--- src/rtl/issue_pick_sched.sv ---
// Oldest-ready issue scheduler for a 4-entry window: age matrix, pipe/ordering checks, one-hot grant.
// ISSUE_PICK_SCHED_MUL_BLOCKING_EN builds the MUL occupancy counter; otherwise MUL is treated as fully pipelined.
module issue_pick_sched #(
  parameter int MUL_LATENCY = 3
) (
  input  logic       clk,
  input  logic       reset,
  input  logic [3:0] i_alloc,
  input  logic [3:0] i_valid,
  input  logic [3:0] i_src0_rdy,
  input  logic [3:0] i_src1_rdy,
  input  logic [3:0] i_load,
  input  logic [3:0] i_store,
  input  logic [3:0] i_pipe_alu,
  input  logic [3:0] i_pipe_mul,
  input  logic [3:0] i_pipe_mem,
  input  logic [3:0] i_pipe_bru,
  input  logic       i_mem_ready,
  input  logic       snoop_hit,
  input  logic       bco_valid,
  output logic [3:0] o_en,
  output logic       o_valid,
  output logic [1:0] o_pick,
  output logic [3:0] o_pipe,
  output logic       o_mul_busy
);

  // age_reg[i][j] = 1 means entry i is older than entry j
  logic [3:0][3:0] age_reg;
  logic [3:0][3:0] age_next;
  logic [3:0][3:0] older_mask;  // older_mask[i][j] = age_reg[j][i]
  logic [3:0]      pipe_ok;
  logic [3:0]      ord_block;
  logic [3:0]      eligible;
  logic [3:0]      blocked;
  logic [3:0]      win;
  logic [3:0]      lowest;
  logic [3:0]      grant;
  logic [3:0]      pipe_sel;
  logic [1:0]      pick_idx;
  logic            mul_free;

  always_comb begin
    age_next = age_reg;
    for (int i = 0; i < 4; i++) begin
      for (int j = 0; j < 4; j++) begin
        if (i_alloc[i]) begin
          // new occupant is younger than everything except higher-index co-allocations
          age_next[i][j] = i_alloc[j] && (j > i);
        end else if (i_alloc[j] && (j != i)) begin
          age_next[i][j] = i_valid[i];
        end
      end
    end
  end

  always_ff @(posedge clk) begin
    if (reset) begin
      age_reg <= '0;
    end else begin
      age_reg <= age_next;
    end
  end

  always_comb begin
    older_mask = '0;
    for (int i = 0; i < 4; i++) begin
      for (int j = 0; j < 4; j++) begin
        older_mask[i][j] = age_reg[j][i];
      end
    end
  end

  generate
    for (genvar gi = 0; gi < 4; gi++) begin : g_entry
      assign pipe_ok[gi] = i_pipe_alu[gi] | i_pipe_bru[gi]
                         | (i_pipe_mul[gi] & mul_free)
                         | (i_pipe_mem[gi] & i_mem_ready & ~(i_load[gi] & snoop_hit));
      assign ord_block[gi] = i_load[gi] & |(older_mask[gi] & i_store & i_valid);
      assign eligible[gi]  = i_valid[gi] & i_src0_rdy[gi] & i_src1_rdy[gi]
                           & pipe_ok[gi] & ~ord_block[gi] & ~bco_valid;
      assign blocked[gi]   = |(older_mask[gi] & eligible);
    end
  endgenerate

  assign win    = eligible & ~blocked;
  assign lowest = eligible & (~eligible + 4'd1);

  // Falls back to the lowest eligible index if the age order is ever not a clean total order
  always_comb begin
    if ((win != 4'd0) && ((win & (win - 4'd1)) == 4'd0)) begin
      grant = win;
    end else begin
      grant = lowest;
    end
  end

  assign o_en = reset ? 4'd0 : grant;

  always_comb begin
    pipe_sel = '0;
    for (int i = 0; i < 4; i++) begin
      if (o_en[i]) begin
        pipe_sel = pipe_sel | {i_pipe_bru[i], i_pipe_mem[i], i_pipe_mul[i], i_pipe_alu[i]};
      end
    end
  end

  always_comb begin
    pick_idx = 2'd0;
    if (o_en[3])      pick_idx = 2'd3;
    else if (o_en[2]) pick_idx = 2'd2;
    else if (o_en[1]) pick_idx = 2'd1;
  end

  always_ff @(posedge clk) begin
    if (reset) begin
      o_valid <= 1'b0;
      o_pick  <= 2'd0;
      o_pipe  <= 4'd0;
    end else begin
      o_valid <= |o_en;
      o_pick  <= pick_idx;
      o_pipe  <= pipe_sel;
    end
  end

`ifdef ISSUE_PICK_SCHED_MUL_BLOCKING_EN
  logic [2:0] mul_cnt_reg;
  logic       mul_grant;

  assign mul_grant = |(o_en & i_pipe_mul);

  // A flushed MUL still occupies the pipe, so bco_valid does not clear the count
  always_ff @(posedge clk) begin
    if (reset) begin
      mul_cnt_reg <= 3'd0;
    end else if (mul_grant) begin
      mul_cnt_reg <= 3'(MUL_LATENCY - 1);
    end else if (mul_cnt_reg != 3'd0) begin
      mul_cnt_reg <= mul_cnt_reg - 3'd1;
    end
  end

  assign mul_free   = (mul_cnt_reg == 3'd0);
  assign o_mul_busy = ~mul_free;
`else
  // Fully pipelined multiplier: any legal latency (>= 1) accepts an op every cycle
  assign mul_free   = (MUL_LATENCY > 0);
  assign o_mul_busy = 1'b0;
`endif

endmodule

--- config.mk ---
export PLATFORM = sky130hd
export DESIGN_NAME = issue_pick_sched
export DESIGN_NICKNAME = d
export VERILOG_FILES = /design/src/rtl/issue_pick_sched.sv
export SDC_FILE = /design/constraint.sdc
export NUM_CORES = 1
export LEC_CHECK = 0
export CORE_MARGIN = 2
export CORE_UTILIZATION = 60
export CTS_CLUSTER_DIAMETER = 150
export DETAILED_ROUTE_END_ITERATION = 10
export DONT_BUFFER_PORTS = 1
export PLACE_DENSITY = 0.76
export SKIP_CTS_REPAIR_TIMING = 1
export SLEW_MARGIN = 20
export SYNTH_ARGS = -nofsm -noshare
export SYNTH_HDL_FRONTEND = slang
export SYNTH_SLANG_ARGS = --single-unit
--- constraint.sdc ---
create_clock -name clk -period 8.5 [get_ports clk]
set_clock_uncertainty 0.05 [all_clocks]
set_input_delay 1.7 -clock clk [delete_from_list [all_inputs] [get_ports clk]]
set_output_delay 1.7 -clock clk [all_outputs]
set_load 0.05 [all_outputs]
==> results of run 1 <==
==> worst max-delay path, stage by stage <==
cell,delay [ps]
or3_1,360
a31o_1,220
and4_1,330
a2111oi_0,920
o211ai_1,240
a21oi_2,740
==> through the flow <==
| stage | setup WS, ps | instances | util | instance area, sq um | hold slack (ps) |
|---|---|---|---|---|---|
| after floorplan | 2493 | 151 | - | 1290 | 451.3 |
| after global placement | 2386 | 173 | 0.6525 | 1306 | 473.9 |
| after detailed placement | 2303 | 173 | 0.6525 | 1306 | 476.7 |
| after CTS | 2268 | 177 | 0.6656 | 1333 | 495.6 |
| after global routing | 2106 | 177 | 0.6656 | 1333 | 533.2 |
| final | 2229 | 177 | 0.6656 | 1333 | 497.4 |
==> cell type report <==
cell class	instances	share of cell area
Tap cell	27	0.02535
Clock buffer	4	0.01972
Inverter	3	0.008451
Multi-Input combinational cell	123	0.6554
Sequential cell	19	0.2854
Timing Repair Buffer	1	0.005634
==> cell usage after synthesis, types with 2 or more instances <==
library cell	instances
a2111o_1	3
a211oi_1	2
a21oi_1	8
a221o_1	4
a22oi_1	3
a31oi_1	3
a41o_1	3
a41oi_1	2
clkbuf_1	4
dfxtp_1	19
inv_1	3
mux2i_1	6
nand2_1	13
nand4_1	6
nand4b_1	4
nor2_1	3
nor2b_1	2
nor3_1	7
nor4_1	3
nor4b_1	7
o211ai_1	2
o21ai_0	13
or2_2	2
or3_1	9
or3b_2	4
or4_1	2
==> final timing paths <==
check                     start     endpoint  slack [ps]  cells after the start
hold / removal      age_reg[13]  age_reg[13]         500                      2
setup / recovery  i_pipe_bru[0]      o_en[2]        2230                      6
setup reg to reg    age_reg[14]    o_pipe[3]        5200                      8
hold reg to reg     age_reg[13]  age_reg[13]         500                      2
==> metal layers <==
metal / GRT usage / part of all wire / up-vias
li1: - / - / 614
met1: 0.4227 / 0.41 / 614
met2: 0.4627 / 0.47 / 88
met3: 0.05357 / 0.11 / 7
met4: 0.09459 / 0.014 / 0
met5: 0 / 0 / -
==> kinds of logic after synthesis <==
family	Yosys count	synth area share
simple gates	64	0.3104
flops	19	0.2949
compound gates	51	0.3036
other cells	1	0.002907
buf+inv	9	0.03492
mux	6	0.04656
xor+xnor	1	0.006791
==> report_power, final <==
part           leakage, uW  switching, uW  total [uW]  internal (uW)
Clock            0.0000150           30.0        48.4           18.3
Combinational     0.000241           12.2        22.2           9.92
Sequential        0.000156           9.92         104           93.7
==> flow_summary.toml, run 1 <==
[grt]
antenna_found_initial = 0
grt_pass1_vias = 1243
grt_max_degree = 15
grt_use_total = 0.2994
grt_pass1_wl_um = 5871
grt_overflow = 0

[die]
row_count = 16
coreArea_sq_um = 2002
fp.dieH_um = 50.37
die_x_um = 50.37
start_util = 0.6444
ios = 57
die_area_sq_um = 2537

[synthesis]
synthCells = 151
synth.area.top_cells = "dfxtp_1, o21ai_0, nor4b_1, mux2i_1, or3_1"
ys_types = 40
seq_area_frac_synth = 0.2949
synth_top_cell_area_share = 0.2949
synth_area_sq_um = 1290
synth-edff-count = 0
yosys.area.top_type = "dfxtp_1"
synthFlopType = "dfxtp_1"
synth.avg_cell_area_sq_um = 8.543
yosys_warnings = 0
ys_async_sr_fraction = 0
ys_ff_latch = 19
synth_nets = 196

[route]
vias_per_cell = 7.475
drt-pass1-iter-count = 4
drt-initial-drc-count = 59
antenna_left = 0
wl_um = 3543
via_count = 1323
wl_per_cell_um = 20.02
drcViolationCount = 0

[pwr]
ir_drop_mv = 0.1048
powerDensity_nw_per_um2 = 130.7
leakage_uw = 0.0004120
finalPower_uw = 174.1

[worst_setup_path]
worstSetupPathType = "input pin to output pin"
critPathMaxFanout = 9
cp.arrival_ps = 4520
crit_path_start_kind = "input pin"
cp-end-kind = "output pin"
cp.required_ps = 6750

[cells_and_area]
nFillCells = 177
antennaDiodeCount = 0
multi_input_area_sq_um = 873.3
largest_reg_flops = 12
layout_commonest_cell = "dfxtp_1"
regArea_sq_um = 380.4
finalNetCount = 196
drive_gt1_frac = 0.09333
syn_to_final_growth_pct = 3.298
layout_common_cells = "dfxtp_1, nand2_1, o21ai_0"

[sta]
setup_viol = 0
fin_crit_ps = 6271
finalSetupTns_ps = 0
slew_violations = 0
rsz0062_at_grt = "false"
tightest_slew_ps = 1020
max_freq_mhz = 159.5
hold_viol = 0
slew_headroom = 0.3148
min_period_over_period = 0.7378

[clock_tree]
root_buffer = "clkbuf_4"
cts.sinks = 19
clk_latency_ps = 310
clkTransAtPathRegs_ps = 110
htree_levels = 1
cts_tree = "built"
numCtsBuffers = 3
cts_buffer_depth = 2

[status]
status = "complete, no violations"

[worst_hold_path]
hp-class = "register to register"

[place]
io_buffer_count = 0
gp_congestion = 0.9401
hpwlAfterDp_um = 2784

[flow_run]
max_cap_violations = 0
Power figures use the tool's default switching activity.
==> inputs of run 2 (changes only) <==
--- a/config.mk
+++ b/config.mk
@@ -6,11 +6,11 @@
 export NUM_CORES = 1
 export LEC_CHECK = 0
 export CORE_MARGIN = 2
-export CORE_UTILIZATION = 60
+export CORE_UTILIZATION = 56
 export CTS_CLUSTER_DIAMETER = 150
 export DETAILED_ROUTE_END_ITERATION = 10
 export DONT_BUFFER_PORTS = 1
-export PLACE_DENSITY = 0.76
+export PLACE_DENSITY = 0.74
 export SKIP_CTS_REPAIR_TIMING = 1
 export SLEW_MARGIN = 20
 export SYNTH_ARGS = -nofsm -noshare
==> constraint.sdc (replaced) <==
create_clock -name clk -period 5.1 [get_ports clk]
set_clock_uncertainty 0.05 [all_clocks]
set_input_delay 1.02 -clock clk [delete_from_list [all_inputs] [get_ports clk]]
set_output_delay 1.02 -clock clk [all_outputs]
set_load 0.05 [all_outputs]
==> flow_summary.toml, run 2 (same netlist as run 1, synthesis figures left out) <==
[cells_and_area]
antennaDiodeCount = 0
regArea_sq_um = 380.4
layout_common_cells = "dfxtp_1, nand2_1, o21ai_0"
stdcell_area_sq_um = 1358
final_cells = 181
finalNetCount = 199
nFillCells = 203
layout_commonest_cell = "dfxtp_1"
largest_reg_flops = 12
drive_gt1_frac = 0.1176
multi_input_area_sq_um = 873.3
syn_to_final_growth_pct = 5.237

[grt]
grt_use_total = 0.3050
antenna_found_initial = 0
grt_max_degree = 15
grt_pass1_wl_um = 6023
grt_pass1_vias = 1239
grt_overflow = 0

[flow_run]
max_cap_violations = 0

[route]
antenna_left = 0
drt-pass1-iter-count = 5
via_count = 1351
wl_um = 3746
wl_per_cell_um = 20.70
drcViolationCount = 0
vias_per_cell = 7.464
drt-initial-drc-count = 93

[die]
die_x_um = 52.00
fp.dieH_um = 52.00
row_count = 17
ios = 57
coreArea_sq_um = 2191
start_util = 0.5888
die_area_sq_um = 2703

[sta]
finalSetupTns_ps = 0
setup_viol = 0
max_freq_mhz = 216.3
slew_headroom = 0.3832
tightest_slew_ps = 921.8
hold-worst-slack_ps = 498.3
hold_viol = 0
rsz0062_at_grt = "false"
slew_violations = 0
min_period_over_period = 0.9067
setup_ws_ps = 475.9
fin_crit_ps = 4624

[place]
placement.cell_area_sq_um = 1330
io_buffer_count = 0
hpwlAfterDp_um = 2991
gp_congestion = 0.8803
dpl_worst_slack_ps = 510.0
place_inst = 177

[clock_tree]
cts.sinks = 19
clk_latency_ps = 310
cts_buffer_depth = 2
cts_tree = "built"
root_buffer = "clkbuf_4"
clkTransAtPathRegs_ps = 110
htree_levels = 1
numCtsBuffers = 3

[worst_setup_path]
r2r-start = "age_reg[1]"
cp-startpoint = "i_pipe_bru[0]"
cp.arrival_ps = 3550
cp.required_ps = 4030
r2r_slack_ps = 1910
cp-end-kind = "output pin"
critPathMaxFanout = 9
worstSetupPathType = "input pin to output pin"
crit_path_start_kind = "input pin"

[status]
status = "complete, no violations"

[worst_hold_path]
hold_start = "age_reg[13]"
hp-class = "register to register"

[pwr]
ir_drop_mv = 0.2046
powerDensity_nw_per_um2 = 214.3
leakage_uw = 0.0004310
run 2: changes by cell type in the layout (fill, tap and decap cells not counted):
cell,previous run,this run
clkinv_2,0,1
clkbuf_1,1,0
buf_4,1,4
run 2: critical path: stages:
cell and delay (ps):
or3_1 360, a31o_1 200, and4_1 320, a2111o_1 560
a21oi_1 270, a211oi_1 110, nor2_1 720
run 2: routing by layer:
layer | vias up | part of all wire | GRT usage | wire (um)
met5 | - | 0 | 0 | 0
met4 | 0 | 0.031 | 0.1272 | 117
met3 | 15 | 0.10 | 0.07759 | 385
met2 | 76 | 0.50 | 0.5021 | 1880
met1 | 643 | 0.36 | 0.3741 | 1362
li1 | 617 | - | - | -
run 2: layout make-up:
cell class / instances / share of cell area
Clock buffer: 3 / 0.01659
Clock inverter: 1 / 0.003687
Inverter: 3 / 0.008295
Multi-Input combinational cell: 123 / 0.6433
Sequential cell: 19 / 0.2802
Tap cell: 28 / 0.02581
Timing Repair Buffer: 4 / 0.02212
run 2: path summary, 6_finish.rpt:
kind                       to  depth (start not counted)
setup / recovery      o_en[0]                          7
hold / removal    age_reg[13]                          2
setup reg to reg      o_valid                          8
hold reg to reg   age_reg[13]                          2
run 2: through the flow:
stage               total power, uW    util
detailed placement            213.7  0.6071
global route                  303.6  0.6196
global placement              212.0  0.6071
finish                        291.0  0.6196
floorplan                     209.7       -
CTS                           292.8  0.6196
run 2: power breakdown:
part | internal [uW] | switching, uW | total (uW)
clock | 29.4 | 50.7 | 80.1
sequential | 156 | 16.6 | 173
combinational | 17.2 | 20.9 | 38.1
total | 203 | 88.3 | 291
